File: config.mk
export PLATFORM = sky130hd
export DESIGN_NAME = seg_share_arbiter
export DESIGN_NICKNAME = d
export VERILOG_FILES = /design/src/rtl/seg_pkg.sv /design/src/rtl/seg_dwell_timer.sv /design/src/rtl/seg_share_arbiter.sv
export SDC_FILE = /design/constraint.sdc
export NUM_CORES = 1
export LEC_CHECK = 0
export ABC_AREA = 1
export CORE_ASPECT_RATIO = 0.6
export CORE_UTILIZATION = 52
export DETAILED_ROUTE_END_ITERATION = 16
export DONT_BUFFER_PORTS = 1
export GPL_ROUTABILITY_DRIVEN = 0
export PLACE_DENSITY = 0.64
export SYNTH_ARGS = -nofsm -noshare
export SYNTH_HDL_FRONTEND = slang
export SYNTH_SLANG_ARGS = --single-unit
File: constraint.sdc
create_clock -name clock -period 2.5 [get_ports clock]
set_clock_uncertainty 0.1 [all_clocks]
set_input_delay 0.5 -clock clock [delete_from_list [all_inputs] [get_ports clock]]
set_output_delay 0.5 -clock clock [all_outputs]
set_load 0.005 [all_outputs]
File: src/rtl/seg_pkg.sv
// Shared types and constants for the seven-segment display time-share arbiter.
package seg_pkg;

  typedef enum logic [1:0] {
    ST_IDLE = 2'd0,
    ST_OWN0 = 2'd1,
    ST_OWN1 = 2'd2,
    ST_GAP  = 2'd3
  } seg_state_e;

  localparam int         DIGIT_W  = 16;
  localparam logic [3:0] BLANK_AN = 4'b1111;

endpackage

File: src/rtl/seg_dwell_timer.sv
// Clearable up-counter that saturates at TERM and flags when it gets there.
module seg_dwell_timer #(
  parameter int W    = 4,
  parameter int TERM = 7
) (
  input  logic         clk_i,
  input  logic         rst_i,
  input  logic         clr_i,
  output logic [W-1:0] cnt_o,
  output logic         done_o
);

  logic [W-1:0] cnt_q, cnt_d;

  assign done_o = (cnt_q == W'(TERM));
  assign cnt_o  = cnt_q;

  always_comb begin
    cnt_d = cnt_q;
    if (clr_i)        cnt_d = '0;
    else if (!done_o) cnt_d = cnt_q + 1'b1;
  end

  always_ff @(posedge clk_i or posedge rst_i) begin
    if (rst_i) cnt_q <= '0;
    else       cnt_q <= cnt_d;
  end

endmodule

File: src/rtl/seg_share_arbiter.sv
// Two-requester display arbiter with minimum dwell before a forced handover.
// Define SEG_ARB_GAP_EN to blank the display for GAP cycles between owners.
module seg_share_arbiter
  import seg_pkg::*;
#(
  parameter int DWELL = 50000000,
  parameter int GAP   = 1000
) (
  input  logic               clock,
  input  logic               reset,
  input  logic               req0,
  input  logic [DIGIT_W-1:0] data0,
  input  logic               req1,
  input  logic [DIGIT_W-1:0] data1,
  output logic [1:0]         grant,
  output logic [DIGIT_W-1:0] digits,
  output logic               blank,
  output logic               handover
);

  localparam int CW = $clog2(DWELL);

  if (DWELL < 2 || GAP < 1) begin : g_bad_param
    $error("seg_share_arbiter: need DWELL >= 2 and GAP >= 1");
  end

  seg_state_e         state_q, state_d;
  logic               last_q, last_d;
  logic [CW-1:0]      cnt;
  logic               dwell_done;
  logic [1:0]         grant_q, grant_d, prev_q, prev_d;
  logic [DIGIT_W-1:0] digits_q, digits_d;
  logic               blank_q, blank_d, handover_q, handover_d;

`ifdef SEG_ARB_GAP_EN
  // The gap reuses the dwell counter, so it can never count past DWELL-1.
  if (GAP > DWELL) begin : g_bad_gap
    $error("seg_share_arbiter: GAP must not exceed DWELL");
  end
  logic gap_done;
  assign gap_done = (cnt == CW'(GAP - 1));
  localparam seg_state_e HAND_TO0 = ST_GAP;
  localparam seg_state_e HAND_TO1 = ST_GAP;
`else
  logic unused_cnt;
  assign unused_cnt = ^cnt;
  localparam seg_state_e HAND_TO0 = ST_OWN0;
  localparam seg_state_e HAND_TO1 = ST_OWN1;
`endif

  seg_dwell_timer #(.W(CW), .TERM(DWELL - 1)) u_timer (
    .clk_i  (clock),
    .rst_i  (reset),
    .clr_i  (state_d != state_q),
    .cnt_o  (cnt),
    .done_o (dwell_done)
  );

  always_comb begin
    state_d = state_q;
    case (state_q)
      ST_IDLE: begin
        if (req0 && req1) state_d = last_q ? ST_OWN0 : ST_OWN1;
        else if (req0)    state_d = ST_OWN0;
        else if (req1)    state_d = ST_OWN1;
      end
      ST_OWN0: begin
        if (req1 && (!req0 || dwell_done)) state_d = HAND_TO1;
        else if (!req0)                    state_d = ST_IDLE;
      end
      ST_OWN1: begin
        if (req0 && (!req1 || dwell_done)) state_d = HAND_TO0;
        else if (!req1)                    state_d = ST_IDLE;
      end
`ifdef SEG_ARB_GAP_EN
      // Pending target is the side that did not own before the gap.
      ST_GAP: begin
        if (gap_done) begin
          if (last_q ? req0 : req1)      state_d = last_q ? ST_OWN0 : ST_OWN1;
          else if (last_q ? req1 : req0) state_d = last_q ? ST_OWN1 : ST_OWN0;
          else                           state_d = ST_IDLE;
        end
      end
`endif
      default: state_d = ST_IDLE;
    endcase
  end

  always_comb begin
    last_d = last_q;
    if (state_d == ST_OWN0)      last_d = 1'b0;
    else if (state_d == ST_OWN1) last_d = 1'b1;
  end

  // Output stage follows the registered state; prev tracks the last real owner
  // so that only direct (or through-gap) owner swaps raise handover.
  always_comb begin
    grant_d    = {state_q == ST_OWN1, state_q == ST_OWN0};
    blank_d    = (grant_d == 2'b00);
    digits_d   = digits_q;
    if (state_q == ST_OWN0)      digits_d = data0;
    else if (state_q == ST_OWN1) digits_d = data1;
    handover_d = (grant_d != 2'b00) && (prev_q != 2'b00) && (grant_d != prev_q);
    prev_d     = prev_q;
    if (grant_d != 2'b00)        prev_d = grant_d;
    else if (state_q == ST_IDLE) prev_d = 2'b00;
  end

  always_ff @(posedge clock or posedge reset) begin
    if (reset) begin
      state_q    <= ST_IDLE;
      last_q     <= 1'b1;
      grant_q    <= 2'b00;
      prev_q     <= 2'b00;
      digits_q   <= '0;
      blank_q    <= 1'b1;
      handover_q <= 1'b0;
    end else begin
      state_q    <= state_d;
      last_q     <= last_d;
      grant_q    <= grant_d;
      prev_q     <= prev_d;
      digits_q   <= digits_d;
      blank_q    <= blank_d;
      handover_q <= handover_d;
    end
  end

  assign grant    = grant_q;
  assign digits   = digits_q;
  assign blank    = blank_q;
  assign handover = handover_q;

endmodule

==> results.rst <==
.. list-table::
   :header-rows: 1

   * - Metric
     - Value
   * - Outcome
     - complete, but fails checks
   * - Violated checks
     - design-rule violations
   * - Max Buffers Root-to-Sink
     - 2
   * - Highest metal layer with signal wires
     - met4
   * - FFs w/ async S/R, synth
     - 1.00
   * - Design Power
     - 2.97 mW
   * - Worst supply voltage drop on vdd
     - 0.000543 V
   * - P&R area growth vs syn
     - 7.29%
   * - Number of distinct library cell variants in the gate-level netlist after synthesis
     - 28
   * - Number of remaining DRC errors
     - 10
   * - Post-synth design cell area
     - 2870 sq um
   * - 1st-pass router iterations
     - 11
   * - Critical-path maximum fanout
     - 11
   * - Headroom to the max-slew limit
     - 0.661
   * - TritonCTS Sinks
     - 51
   * - Ordered list of cells on the worst path
     - ha_1, nand2_1, nor2_4, nand2_2, nor2_4, nand2_4, nand2_2, nand2_1, nand2_1, nand2_1, nand2_1, nand2_2, nand2_2, nand2_2, nand2_8, buf_12, nor2_1
   * - Share of post-route cells with drive strength above 1
     - 0.199
   * - Final Max Tran Viols
     - 0
   * - Final setup fails
     - 0
   * - Worst Path Arrival
     - 2.32 ns
   * - Antenna violations before repair
     - 0
   * - Fin util
     - 0.593
   * - Startpoint Class
     - flip-flop
   * - Critical path data required time
     - 2.60 ns
   * - PwrDens
     - 967 nW/um^2
   * - FF+latch count, synth
     - 51
   * - Number of buffers created by CTS
     - 5
   * - Die outline height
     - 59.5 microns
   * - Syn_nets
     - 370
   * - Synth top area cells
     - dfrtp_1, nor2_4, nand2_1, o21ai_0, nor2_1
   * - Highest Clock Rate
     - 0.449 GHz
   * - H-tree depth reported by CTS
     - 2
   * - Drt via density
     - 5.21
   * - Routed wire length
     - 5.71 mm
   * - Endpoint type of the worst setup path
     - flip-flop
   * - Clock tree from TritonCTS
     - done
   * - Starting density of the core
     - 0.553
   * - Post-Syn Area per Cell
     - 8.74 sq um
   * - WP buf/inv
     - 1
   * - Worst slack, placed
     - 0.241 ns
   * - Slew at the pin closest to its max-slew limit
     - 0.505 ns
   * - Prevailing post-synth register cell
     - dfrtp_1
   * - Category of the most critical setup path
     - reg2reg
   * - Clk slew on worst S/H paths
     - 0.09 ns
   * - Placeable core area
     - 5180 sq um
   * - Clock Root Buffer
     - clkbuf_8
   * - Met1 wire length
     - 3.15 mm
   * - Setup tns final
     - 0 ns
   * - Vias in the first global route
     - 1903
   * - Iteration-0 DRC Markers
     - 160
   * - Global-route wire length before repair
     - 9.72 mm
   * - Final clock period utilization by the worst path
     - 0.891
   * - Largest net degree at the start of global routing
     - 25
   * - Highest-count cells in the layout ignoring fill and taps
     - nand2_1, dfrtp_1, o21ai_0
   * - Horiz. Die Dim
     - 97.8 microns
   * - Detail-routed net length per standard cell
     - 14.2 microns
   * - Top Family by Delay on Critical Path
     - simple AND/OR/NAND/NOR gates
   * - Number of setup buffers added after CTS
     - 0
   * - Number of instances in the synthesized netlist
     - 328
   * - Count of input and output buffers
     - 0
   * - Area leader, netlist
     - dfrtp_1
   * - I/O pins
     - 56
   * - Worst-case setup margin in the final layout
     - 0.272 ns
   * - Number of filler cells placed in the layout
     - 455
   * - Yosys warns
     - 0
   * - Placed wire-length estimate
     - 4.48 mm
   * - GR Overflow Total
     - 0
   * - Setup repair after global routing missed its margin
     - no
   * - Count of vias placed by the detailed router
     - 2098
   * - FP Rows
     - 20
   * - Most common cell after layout, fill and taps aside
     - nand2_1
   * - Tot GR Track Use
     - 0.217
   * - Final hold violation count
     - 0
   * - Count of flip-flops with a built-in enable after synthesis
     - 0
   * - Final nets
     - 378
   * - Number of diodes
     - 0
   * - Area of the die
     - 5820 sq um
   * - Delay contributed by the slowest stage of the critical path
     - 0.40 ns
   * - CP max stage cell
     - dfrtp_1
   * - Met3 wire len
     - 433 microns
   * - Max-Cap Viols
     - 0
   * - Final critical-path required period
     - 2.23 ns
   * - Reported leakage power
     - 1.28 nW
   * - Clock Latency Late Sink
     - 0.30 ns
   * - Antenna Violating Nets Remaining
     - 0
   * - Share of the synthesized area in the top cell type
     - 0.428
   * - Sequential fraction of the synthesis area
     - 0.446
   * - Wire length on met2
     - 2.11 mm
   * - Worst min-delay path category
     - in2reg
[kinds of logic (layout without fill, tap and decap cells)]
logic type	count (synthesis)	in the layout	synth area share
buffers and inverters	36	45	0.0585
adder cells (fa/ha/maj)	6	6	0.0262
multiplexers	1	1	0.00393
AND/OR/NAND/NOR	166	166	0.321
XOR/XNOR	18	18	0.0550
flip-flops	51	51	0.446
AO/OA/AOI/OAI	50	50	0.0895
[path summary, 6_finish.rpt]
| check | startpoint | endpoint | slack, ns | cells past startpoint |
|---|---|---|---|---|
| max | u_timer.cnt_o[0] | u_timer.cnt_o[1] | 0.27 | 17 |
| min | data0[7] | digits[7] | 0.28 | 2 |
| max reg2reg | u_timer.cnt_o[0] | u_timer.cnt_o[1] | 0.27 | 17 |
| min reg2reg | last_q | last_q | 0.40 | 2 |
| max in group asynchronous | reset | u_timer.cnt_o[18] | 1.12 | 3 |
| min in group asynchronous | reset | digits[12] | 0.56 | 2 |
[final cells by class]
type	instances	area, sq um	area share
well taps	66	82.6	0.0269
repair buffers	8	87.6	0.0285
inverters	29	109	0.0354
clock buffers	5	68.8	0.0224
flip-flops and latches	51	1280	0.416
multi-input cells	241	1430	0.464
clock inverters	3	20.0	0.00651
[registers in the layout, indices dropped and copies added, names as in the netlist]
name / flops
u_timer.cnt_o: 26
prev_q: 2
handover: 1
grant: 2
last_q: 1
digits: 16
blank: 1
state_q: 2
[Yosys cell counts, types with 3 or more instances]
cell type and number:
inv_1 26, nand3_1 11, xnor2_1 7, nor3_1 5, nand4_1 4, o21ai_0 44
ha_1 6, nand2_2 9, dfrtp_1 49, clkbuf_1 5, nor2_4 25, xor2_1 11
nor2_1 41, nor2_2 5, nand2_1 60, a21oi_1 3
[where the power goes]
group	total [mW]	switching [mW]	internal [mW]
Clock	0.464	0.269	0.195
Sequential	1.23	0.167	1.06
Combinational	1.28	0.856	0.427
Total	2.97	1.29	1.68
[repair_timing]
| action | in CTS | in global routing |
|---|---|---|
| hold endpoints to repair | 10 | 0 |
| setup endpoints to repair | 0 | 11 |
| gates resized for setup | 0 | 1 |
| hold buffers | 1 | 0 |
[layer usage]
metal	global-route usage	vias up
met5	0	-
met4	0.0390	0
met3	0.0590	2
met2	0.265	64
met1	0.363	976
li1	-	1056
[stage by stage]
step	std cells	area [sq um]	hold WS, ns
2_1_floorplan	328	2870	0.357
3_3_place_gp	394	2970	0.333
3_5_place_dp	394	2970	0.328
4_1_cts	403	3070	0.276
5_1_grt	403	3070	0.276
6_report	403	3070	0.285
[worst reg2reg max path, delay by kind of cell, from the launching register on]
kind	cells	cell delay (ns)
adders and majority gates	1	0.18
buffers and inverters	1	0.20
DFF	1	0.40
and+or+nand+nor	15	1.26
No activity file was read; power rests on OpenSTA's default activity.
